[config.mk]
export PLATFORM = sky130hd
export DESIGN_NAME = dec_digit_assembler
export DESIGN_NICKNAME = d
export VERILOG_FILES = /design/src/rtl/dec_pkg.sv /design/src/rtl/dec_mul10_add.sv /design/src/rtl/dec_digit_assembler.sv
export SDC_FILE = /design/constraint.sdc
export NUM_CORES = 1
export LEC_CHECK = 0
export BUFFER_PORTS_ARGS = -buffer_cell sky130_fd_sc_hd__buf_2
export CAP_MARGIN = 20
export CORE_MARGIN = 3
export CORE_UTILIZATION = 40
export CTS_CLUSTER_SIZE = 12
export DETAILED_ROUTE_END_ITERATION = 6
export PLACE_DENSITY = 0.62
export SLEW_MARGIN = 40
export SYNTH_ARGS = -nofsm -noshare
export SYNTH_HDL_FRONTEND = slang
export SYNTH_SLANG_ARGS = --single-unit
[constraint.sdc]
create_clock -name clk -period 4 [get_ports clk]
set_input_delay 0.4 -clock clk [delete_from_list [all_inputs] [get_ports clk]]
set_output_delay 0.4 -clock clk [all_outputs]
set_load 0.005 [all_outputs]
[src/rtl/dec_pkg.sv]
// Shared types and constants for the decimal digit assembler.
package dec_pkg;

  typedef enum logic [1:0] {
    IDLE  = 2'd0,
    ACCUM = 2'd1,
    HOLD  = 2'd2
  } dec_state_t;

  localparam int DEC_BASE      = 10;
  localparam int DEC_MAX_DIGIT = 9;
  localparam int DEC_DIGIT_W   = 4;

endpackage

[src/rtl/dec_mul10_add.sv]
// Combinational acc*10 + digit with overflow saturation.
module dec_mul10_add
  import dec_pkg::*;
#(
  parameter int WIDTH = 16
) (
  input  logic [WIDTH-1:0]       acc,
  input  logic [DEC_DIGIT_W-1:0] digit,
  output logic [WIDTH-1:0]       sum,
  output logic                   ovf
);

  logic [WIDTH+3:0] w_ext;
  logic [WIDTH+3:0] w_prod;

  assign w_ext  = {4'b0000, acc};
  // x*10 as x*8 + x*2; four spare bits hold any carry
  assign w_prod = (w_ext << 3) + (w_ext << 1)
                + {{WIDTH{1'b0}}, digit};

  assign ovf = |w_prod[WIDTH+3:WIDTH];
  assign sum = ovf ? '1 : w_prod[WIDTH-1:0];

endmodule

[src/rtl/dec_digit_assembler.sv]
// Decimal digit stream to binary number assembler.
// Build option: DEC_DIGIT_CHECK_EN flags and zeroes digits above 9.
module dec_digit_assembler
  import dec_pkg::*;
#(
  parameter int WIDTH = 16,
  parameter int CNT_W = 4
) (
  input  logic                   clk,
  input  logic                   rst,
  input  logic                   digit_valid,
  input  logic [DEC_DIGIT_W-1:0] digit,
  input  logic                   digit_last,
  output logic                   digit_ready,
  output logic [WIDTH-1:0]       number,
  output logic                   number_valid,
  input  logic                   number_ready,
  output logic [CNT_W-1:0]       digit_count,
  output logic                   overflow,
  output logic                   err
);

  dec_state_t r_state;
  dec_state_t w_next;

  logic [WIDTH-1:0]       r_acc;
  logic [CNT_W-1:0]       r_cnt;
  logic                   r_ovf;
  logic                   r_err;

  logic                   w_accept;
  logic                   w_take;
  logic                   w_first;
  logic                   w_bad;
  logic [DEC_DIGIT_W-1:0] w_dig;
  logic [WIDTH-1:0]       w_base;
  logic [WIDTH-1:0]       w_sum;
  logic                   w_ovf;
  logic                   w_ovf_keep;
  logic                   w_err_keep;

  assign digit_ready  = (r_state != HOLD) && !rst;
  assign number_valid = (r_state == HOLD);
  assign w_accept     = digit_valid && digit_ready;
  assign w_take       = number_valid && number_ready;
  assign w_first      = (r_state == IDLE);

`ifdef DEC_DIGIT_CHECK_EN
  assign w_bad = (digit > DEC_DIGIT_W'(DEC_MAX_DIGIT));
`else
  assign w_bad = 1'b0;
`endif

  assign w_dig  = w_bad ? '0 : digit;
  // a new frame starts from zero, so acc <- digit
  assign w_base = w_first ? '0 : r_acc;

  dec_mul10_add #(
    .WIDTH (WIDTH)
  ) u_mul (
    .acc   (w_base),
    .digit (w_dig),
    .sum   (w_sum),
    .ovf   (w_ovf)
  );

  assign w_ovf_keep = r_ovf && !w_first;
  assign w_err_keep = r_err && !w_first;

  always_comb begin
    w_next = r_state;
    unique case (r_state)
      IDLE, ACCUM: begin
        if (w_accept)
          w_next = digit_last ? HOLD : ACCUM;
      end
      HOLD: begin
        if (w_take)
          w_next = IDLE;
      end
      default: w_next = IDLE;
    endcase
  end

  always_ff @(posedge clk) begin
    if (rst) begin
      r_state <= IDLE;
      r_acc   <= '0;
      r_cnt   <= '0;
      r_ovf   <= 1'b0;
      r_err   <= 1'b0;
    end else begin
      r_state <= w_next;
      if (w_accept) begin
        r_acc <= (w_ovf_keep || w_ovf) ? '1 : w_sum;
        r_ovf <= w_ovf_keep || w_ovf;
        r_err <= w_err_keep || w_bad;
        if (w_first)
          r_cnt <= CNT_W'(1);
        else if (!(&r_cnt))
          r_cnt <= r_cnt + CNT_W'(1);
      end
    end
  end

  assign number      = r_acc;
  assign digit_count = r_cnt;
  assign overflow    = r_ovf;
  assign err         = r_err;

endmodule

==> results of run 1 <==
[state kept, by name, summed over array words and instances, names as in the netlist]
name,cells
err,1
overflow,1
digit_count,4
r_state,2
number,16
[area by class of cell]
| type | count | area, sq um | area share |
|---|---|---|---|
| clock buffers | 3 | 41.3 | 0.0167 |
| clock inverters | 1 | 30.0 | 0.0122 |
| inverters | 16 | 60.1 | 0.0244 |
| multi-input cells | 200 | 1560 | 0.633 |
| flip-flops and latches | 24 | 480 | 0.195 |
| well taps | 70 | 87.6 | 0.0355 |
| repair buffers | 38 | 205 | 0.0832 |
[power by group through the flow]
stage / sequential [mW] / combinational [mW] / clock [mW]
after detailed placement: 0.298 / 0.263 / 0
final: 0.292 / 0.262 / 0.224
after CTS: 0.293 / 0.264 / 0.225
after global placement: 0.299 / 0.260 / 0
after floorplan: 0.297 / 0.192 / 0
after global routing: 0.298 / 0.298 / 0.238
[cells by family (layout without fill, tap and decap cells)]
kind of cell,count (synthesis),in the layout,synth area share
compound gates,85,85,0.285
xor+xnor,16,16,0.0644
fa+ha+maj,34,34,0.203
buf+inv,25,58,0.0633
flops,24,24,0.221
mux,1,1,0.00460
simple gates,64,64,0.159
[worst max-delay path, stage by stage, from the launching register on]
cell	delay, ns
dfxtp_1	0.37
o21ai_0	0.37
fa_1	0.54
fa_1	0.47
nor2b_1	0.21
o31ai_2	0.10
a31oi_2	0.32
nor3_1	0.12
a2bb2oi_2	0.19
a2111oi_4	0.57
buf_4	0.26
a21oi_1	0.07
[stage by stage]
| stage | worst slack [ns] | power, mW | utilization | cells | hold WS (ns) |
|---|---|---|---|---|---|
| global route | 0.0564 | 0.834 | 0.477 | 352 | 0.331 |
| detailed placement | 0.313 | 0.561 | 0.463 | 348 | 0.416 |
| floorplan | 0.425 | 0.490 | - | 249 | 0.425 |
| global placement | 0.363 | 0.559 | 0.463 | 348 | 0.413 |
| finish | 0.298 | 0.778 | 0.477 | 352 | 0.320 |
| CTS | 0.266 | 0.782 | 0.477 | 352 | 0.326 |
[per-layer routing]
metal / global-route usage / wire (microns) / up-vias
li1: - / - / 964
met1: 0.216 / 2310 / 862
met2: 0.271 / 2340 / 23
met3: 0.0102 / 88 / 7
met4: 0.0355 / 61 / 0
met5: 0 / 0 / -
[path summary, 6_finish.rpt]
| check | from | end | slack, ns | cells past startpoint |
|---|---|---|---|---|
| worst min-delay path | digit_last | r_state[0] | 0.32 | 2 |
| worst max-delay path | r_state[0] | number[3] | 0.30 | 11 |
| worst min register to register | err | err | 0.43 | 2 |
| worst max register to register | r_state[0] | number[3] | 0.30 | 11 |
[cell usage after synthesis (2+ instances only)]
cell type  instances
clkbuf_1           2
buf_6              4
xor2_1             9
a21oi_1           35
nand2_1           10
ha_1              32
dfxtp_1           24
o21ai_0            5
xnor2_1            7
a21o_1             4
fa_1               2
o21ai_1            2
o311ai_2           2
nor2_1            15
nand2b_1           4
inv_1             15
o21a_1             3
nand4_1            2
nor2b_1           17
a21oi_2           12
o211ai_1           4
nand3_1            5
nor3b_1            2
o21bai_1           3
==> results.txt, run 1 <==
----------------------------------------------------
[Clocking]
  Clock latency on the worst-skew pair ... 0.28 ns
  Resized cells post-CTS ... 0
  Count of clock tree sinks ... 24
  CTS H-tree lvls ... 1
  Post-CTS Setup Repair Bufs ... 0
  TritonCTS Buffers ... 3
  TritonCTS clock tree ... done
  Clock transition at path regs ... 0.10 ns
  Hold-fix buffers at CTS ... 0
  Bufs on Longest Clock Path ... 2
  Root buffer cell ... clkbuf_8

[Setup path]
  Data arrival, critical path ... 3.87 ns
  Required @ worst endpoint ... 4.17 ns
  Kind of capture point of the worst setup path ... flop
  Largest driver fanout on the critical path ... 8
  Launching element type of the critical path ... flop
  Kind of critical path ... reg2reg

[Route]
  Overall routed net length ... 4.81 mm
  # DRC ... 0
  Via count normalized by instance count ... 5.27
  Number of nets still failing antenna checks after routing ... 0
  First-pass detailed-route iteration total ... 4
  Via total after detailed routing ... 1,856
  WL per Instance ... 13.7 microns
  Number of violations reported at the end of detailed-routing iteration 0 ... 128

[STA]
  Final worst clock skew ... 0.0118 ns
  Unrepaired setup endpoints after global routing ... no
  Setup Viol. Count Final ... 0
  Slew of the pin with the lowest slew margin ... 0.624 ns
  Count of final max-slew check failures ... 0
  Min cycle time layout ... 3.70 ns
  Share of the clock period used by the worst path after layout ... 0.926
  Total count of hold-check failures in the final report ... 0
  Max Clk Rate ... 270 MHz
  Setup total negative slack ... 0 ns
  Max-Slew Margin vs Limit ... 0.579

[Logic synthesis]
  Cells after synthesis ... 249
  Post-synth top area share ... 0.221
  Flops & latches, synth ... 24
  Nets in the synthesized netlist ... 292
  Seq/Total Area, Yosys ... 0.221
  Syn. warnings ... 0
  Area of the mapped netlist ... 2170 sq um
  Count of cell types in the netlist ... 53
  Synth top area cells ... dfxtp_1 (22%), ha_1 (18%), a21oi_1 (8.1%)
  Top_reg_cell synth ... dfxtp_1
  Fraction of registers with async set or reset after synthesis ... 0
  Count of flip-flops with a built-in enable after synthesis ... 0
  Largest area contributor in the synthesized netlist ... dfxtp_1
  Average instance area after synthesis ... 8.73 sq um

[Flow run]
  Maximum capacitance violations ... 0

[Pwr]
  Worst voltage drop across the vdd grid ... 0.000129 V
  Part of the power in registers ... 0.376
  Areal power density over the cells ... 316 nW/um^2
  Internal power consumption ... 0.518 mW
  Switching power total ... 0.260 mW
  Leakage component of the power ... 1.15 nW
  Switch share ... 0.335
  Portion of total power attributed to the clock network ... 0.288
  Combinational group share of total power ... 0.337

[Placement]
  Placed Instance Area ... 2390 sq um
  # port buffers ... 32
  Final estimated routing congestion in global placement ... 0.824
  Final HPWL DP ... 3.81 mm

[Cells and area]
  Final design instance area without fill ... 2470 sq um
  Most frequent standard cell in the layout excluding fill and tap cells ... a21oi_1
  Top library cells by usage in the layout, fill and taps aside ... a21oi_1 (35), ha_1 (32), buf_2 (32)
  Synth-to-layout area growth ... 13.4%
  Share of layout cells above drive strength 1 ... 0.230
  Filler Cells Inserted ... 505
  Antenna Cells ... 0
  Net count, final ... 326

[Status]
  Status ... finished, final reports clean

[Floorplanning]
  Core area ... 5170 sq um
  Initial cell density of the core ... 0.420
  Die outline width ... 79.7 microns
  Die Outline Area ... 6360 sq um
  Site Rows ... 26
  Number of ports placed on the die boundary ... 33
  Y dimension of the die ... 79.7 microns

[Global route]
  Maximum number of pins on one net before global-route repair ... 21
  Number of antenna violations at the first check in global routing ... 0
  Via count of the first global-routing pass ... 1,781
  Global-route wire length before repair ... 8.18 mm
  Global-route total usage across every layer ... 0.158
  Gr ovfl total ... 0

[Min path]
  Hold WC Path Type ... in2reg

----------------------------------------------------
(Power assumes the default switching activity.)
==> run 2: changes to the inputs <==
Settings changed: ABC_AREA set to 1, CORE_MARGIN 3 to 4, CORE_UTILIZATION 40 to 59, PLACE_DENSITY 0.62 to 0.84.
==> run 2 against run 1 <==
  * Utilization increased by 20 points
  * Routed wire length increased by 26%
  * Setup slack improved by 0.40 ns
  * Power decreased by 16%
==> results.txt, run 2 <==
----------------------------------------------------
[Logic synthesis]
  Nets in the synthesized netlist ... 464
  List of most frequent post-synthesis cells ... nand2_1 (117), inv_1 (92), nor2_1 (37)
  Area of the mapped netlist ... 2580 sq um
  Count of cell types in the netlist ... 29
  Count of flip-flops with a built-in enable after synthesis ... 0
  Seq/Total Area, Yosys ... 0.186
  Flops & latches, synth ... 24
  Post-synth top area share ... 0.186
  Largest area contributor in the synthesized netlist ... dfxtp_1
  Fraction of registers with async set or reset after synthesis ... 0
  Cell with the most instances after synthesis ... nand2_1
  Cells after synthesis ... 421
  Synth top area cells ... dfxtp_1 (19%), nand2_1 (17%), ha_1 (16%)
  Average instance area after synthesis ... 6.13 sq um
  Syn. warnings ... 0
  Top_reg_cell synth ... dfxtp_1

[STA]
  Least setup slack across all paths after layout ... 0.695 ns
  Unrepaired setup endpoints after global routing ... no
  Share of the clock period used by the worst path after layout ... 0.826
  Max Clk Rate ... 303 MHz
  Count of final max-slew check failures ... 0
  Max-Slew Margin vs Limit ... 0.498
  Final worst clock skew ... 0.00593 ns
  Final Hold Slack ... 0.417 ns
  Total count of hold-check failures in the final report ... 0
  Setup Viol. Count Final ... 0
  Slew of the pin with the lowest slew margin ... 0.751 ns
  Min cycle time layout ... 3.31 ns
  Setup total negative slack ... 0 ns

[Cells and area]
  Top library cells by usage in the layout, fill and taps aside ... nand2_1 (117), inv_1 (92), nor2_1 (37)
  Net count, final ... 494
  Filler Cells Inserted ... 371
  Post-route insts no fill ... 499
  Most frequent standard cell in the layout excluding fill and tap cells ... nand2_1
  Core utilization of the finished layout ... 0.679
  Share of layout cells above drive strength 1 ... 0.145
  Synth-to-layout area growth ... 8.30%
  Final design instance area without fill ... 2790 sq um
  Number of flip-flops in the largest register ... 16
  Antenna Cells ... 0

[Setup path]
  Largest driver fanout on the critical path ... 18
  Buffers & Inverters on Critical Path ... 3
  Crit path max-delay cell type ... fa_1
  Data arrival, critical path ... 3.47 ns
  Launching element type of the critical path ... flop
  CP delay by family, top ... simple AND/OR/NAND/NOR gates
  Kind of capture point of the worst setup path ... flop
  Required @ worst endpoint ... 4.16 ns
  Worst stage delay on the critical path ... 0.47 ns
  Dominant cell type by count on the critical path ... nand2_1
  Kind of critical path ... reg2reg
  Cell chain of the critical path ... nor2_4, nor2_1, inv_1, fa_1, fa_1, inv_1, nand2_1, nand2_1, nand3_1, nand2_1, nand2_1, nand3_1, nand2_1, nor2_8, nand3_1, nand2_1, inv_1

[Floorplanning]
  Number of ports placed on the die boundary ... 33
  Y dimension of the die ... 74.1 microns
  Core area ... 4120 sq um
  Initial cell density of the core ... 0.627
  Die Outline Area ... 5490 sq um
  Die outline width ... 74.1 microns
  Site Rows ... 23

[Clocking]
  Bufs on Longest Clock Path ... 2
  Root buffer cell ... clkbuf_8
  Count of clock tree sinks ... 24
  Resized cells post-CTS ... 0
  TritonCTS Buffers ... 3
  Post-CTS Setup Repair Bufs ... 0
  CTS H-tree lvls ... 1
  TritonCTS clock tree ... done
  Hold-fix buffers at CTS ... 0
  Clock transition at path regs ... 0.08 ns
  Clock latency on the worst-skew pair ... 0.26 ns

[Pwr]
  Worst voltage drop across the vdd grid ... 0.000231 V
  Total design power ... 0.654 mW
  Leakage component of the power ... 1.74 nW
  Areal power density over the cells ... 234 nW/um^2

[Placement]
  Final estimated routing congestion in global placement ... 0.874
  Post-placement worst setup slack ... 0.722 ns
  Number of instances in the placed design ... 496
  Final HPWL DP ... 4.86 mm
  # port buffers ... 32
  Placed Instance Area ... 2750 sq um

[Route]
  Via total after detailed routing ... 2,573
  Via count normalized by instance count ... 5.16
  Overall routed net length ... 6.04 mm
  Number of nets still failing antenna checks after routing ... 0
  WL per Instance ... 12.1 microns
  First-pass detailed-route iteration total ... 4
  Number of violations reported at the end of detailed-routing iteration 0 ... 153
  # DRC ... 0

[Global route]
  Via count of the first global-routing pass ... 2,299
  Maximum number of pins on one net before global-route repair ... 24
  Global-route wire length before repair ... 9.85 mm
  Gr ovfl total ... 0
  Number of antenna violations at the first check in global routing ... 0
  Global-route total usage across every layer ... 0.226

[Flow run]
  Maximum capacitance violations ... 0

[Status]
  Status ... finished, final reports clean

[Min path]
  Hold WC Path Type ... in2reg

----------------------------------------------------
==> run 2: cell types whose count changed after synthesis, moves of 6 or more <==
cell,previous run,this run
o21ai_0,5,18
nand3_2,0,9
inv_2,0,7
nor3_1,1,7
nand2_1,10,117
nor2_1,15,37
a21oi_1,35,15
nor2b_1,17,0
inv_1,15,92
nand3_1,5,23
nand2_2,0,6
a21oi_2,12,1
==> run 2: worst min-delay path, stage by stage <==
cell     delay (ns)
buf_2          0.07
or2_2          0.10
a21oi_1        0.05
==> run 2: worst paths after layout <==
| check | from | to | slack, ns | depth (start not counted) |
|---|---|---|---|---|
| hold reg to reg | err | err | 0.43 | 2 |
| hold / removal | number_ready | r_state[1] | 0.42 | 3 |
| setup / recovery | r_state[1] | number[2] | 0.69 | 17 |
| setup reg to reg | r_state[1] | number[2] | 0.69 | 17 |
==> run 2: power breakdown <==
group	internal, mW	switching [mW]
combinational	0.0875	0.147
clock	0.0672	0.0731
sequential	0.264	0.0151
==> run 2: cell families (layout without fill, tap and decap cells) <==
family | after synthesis | count (layout) | share of synthesized area
adder cells (fa/ha/maj) | 34 | 34 | 0.171
AND/OR/NAND/NOR | 211 | 211 | 0.372
XOR/XNOR | 9 | 9 | 0.0306
AO/OA/AOI/OAI | 37 | 37 | 0.0767
buffers and inverters | 106 | 134 | 0.164
flip-flops | 24 | 24 | 0.186
==> run 2: area by class of cell <==
type / instances / area, sq um / area share
tap: 50 / 62.6 / 0.0224
inverter: 99 / 372 / 0.133
multi-input combinational: 291 / 1680 / 0.600
clock buffer: 3 / 41.3 / 0.0148
sequential: 24 / 480 / 0.172
timing repair buffer: 32 / 160 / 0.0573
==> run 2: layer usage <==
metal / GRT usage / vias to the layer above / wire (microns)
li1: - / 1345 / -
met5: 0 / - / 0
met1: 0.275 / 1160 / 2570
met3: 0.0378 / 6 / 302
met2: 0.414 / 62 / 3070
met4: 0.0523 / 0 / 93
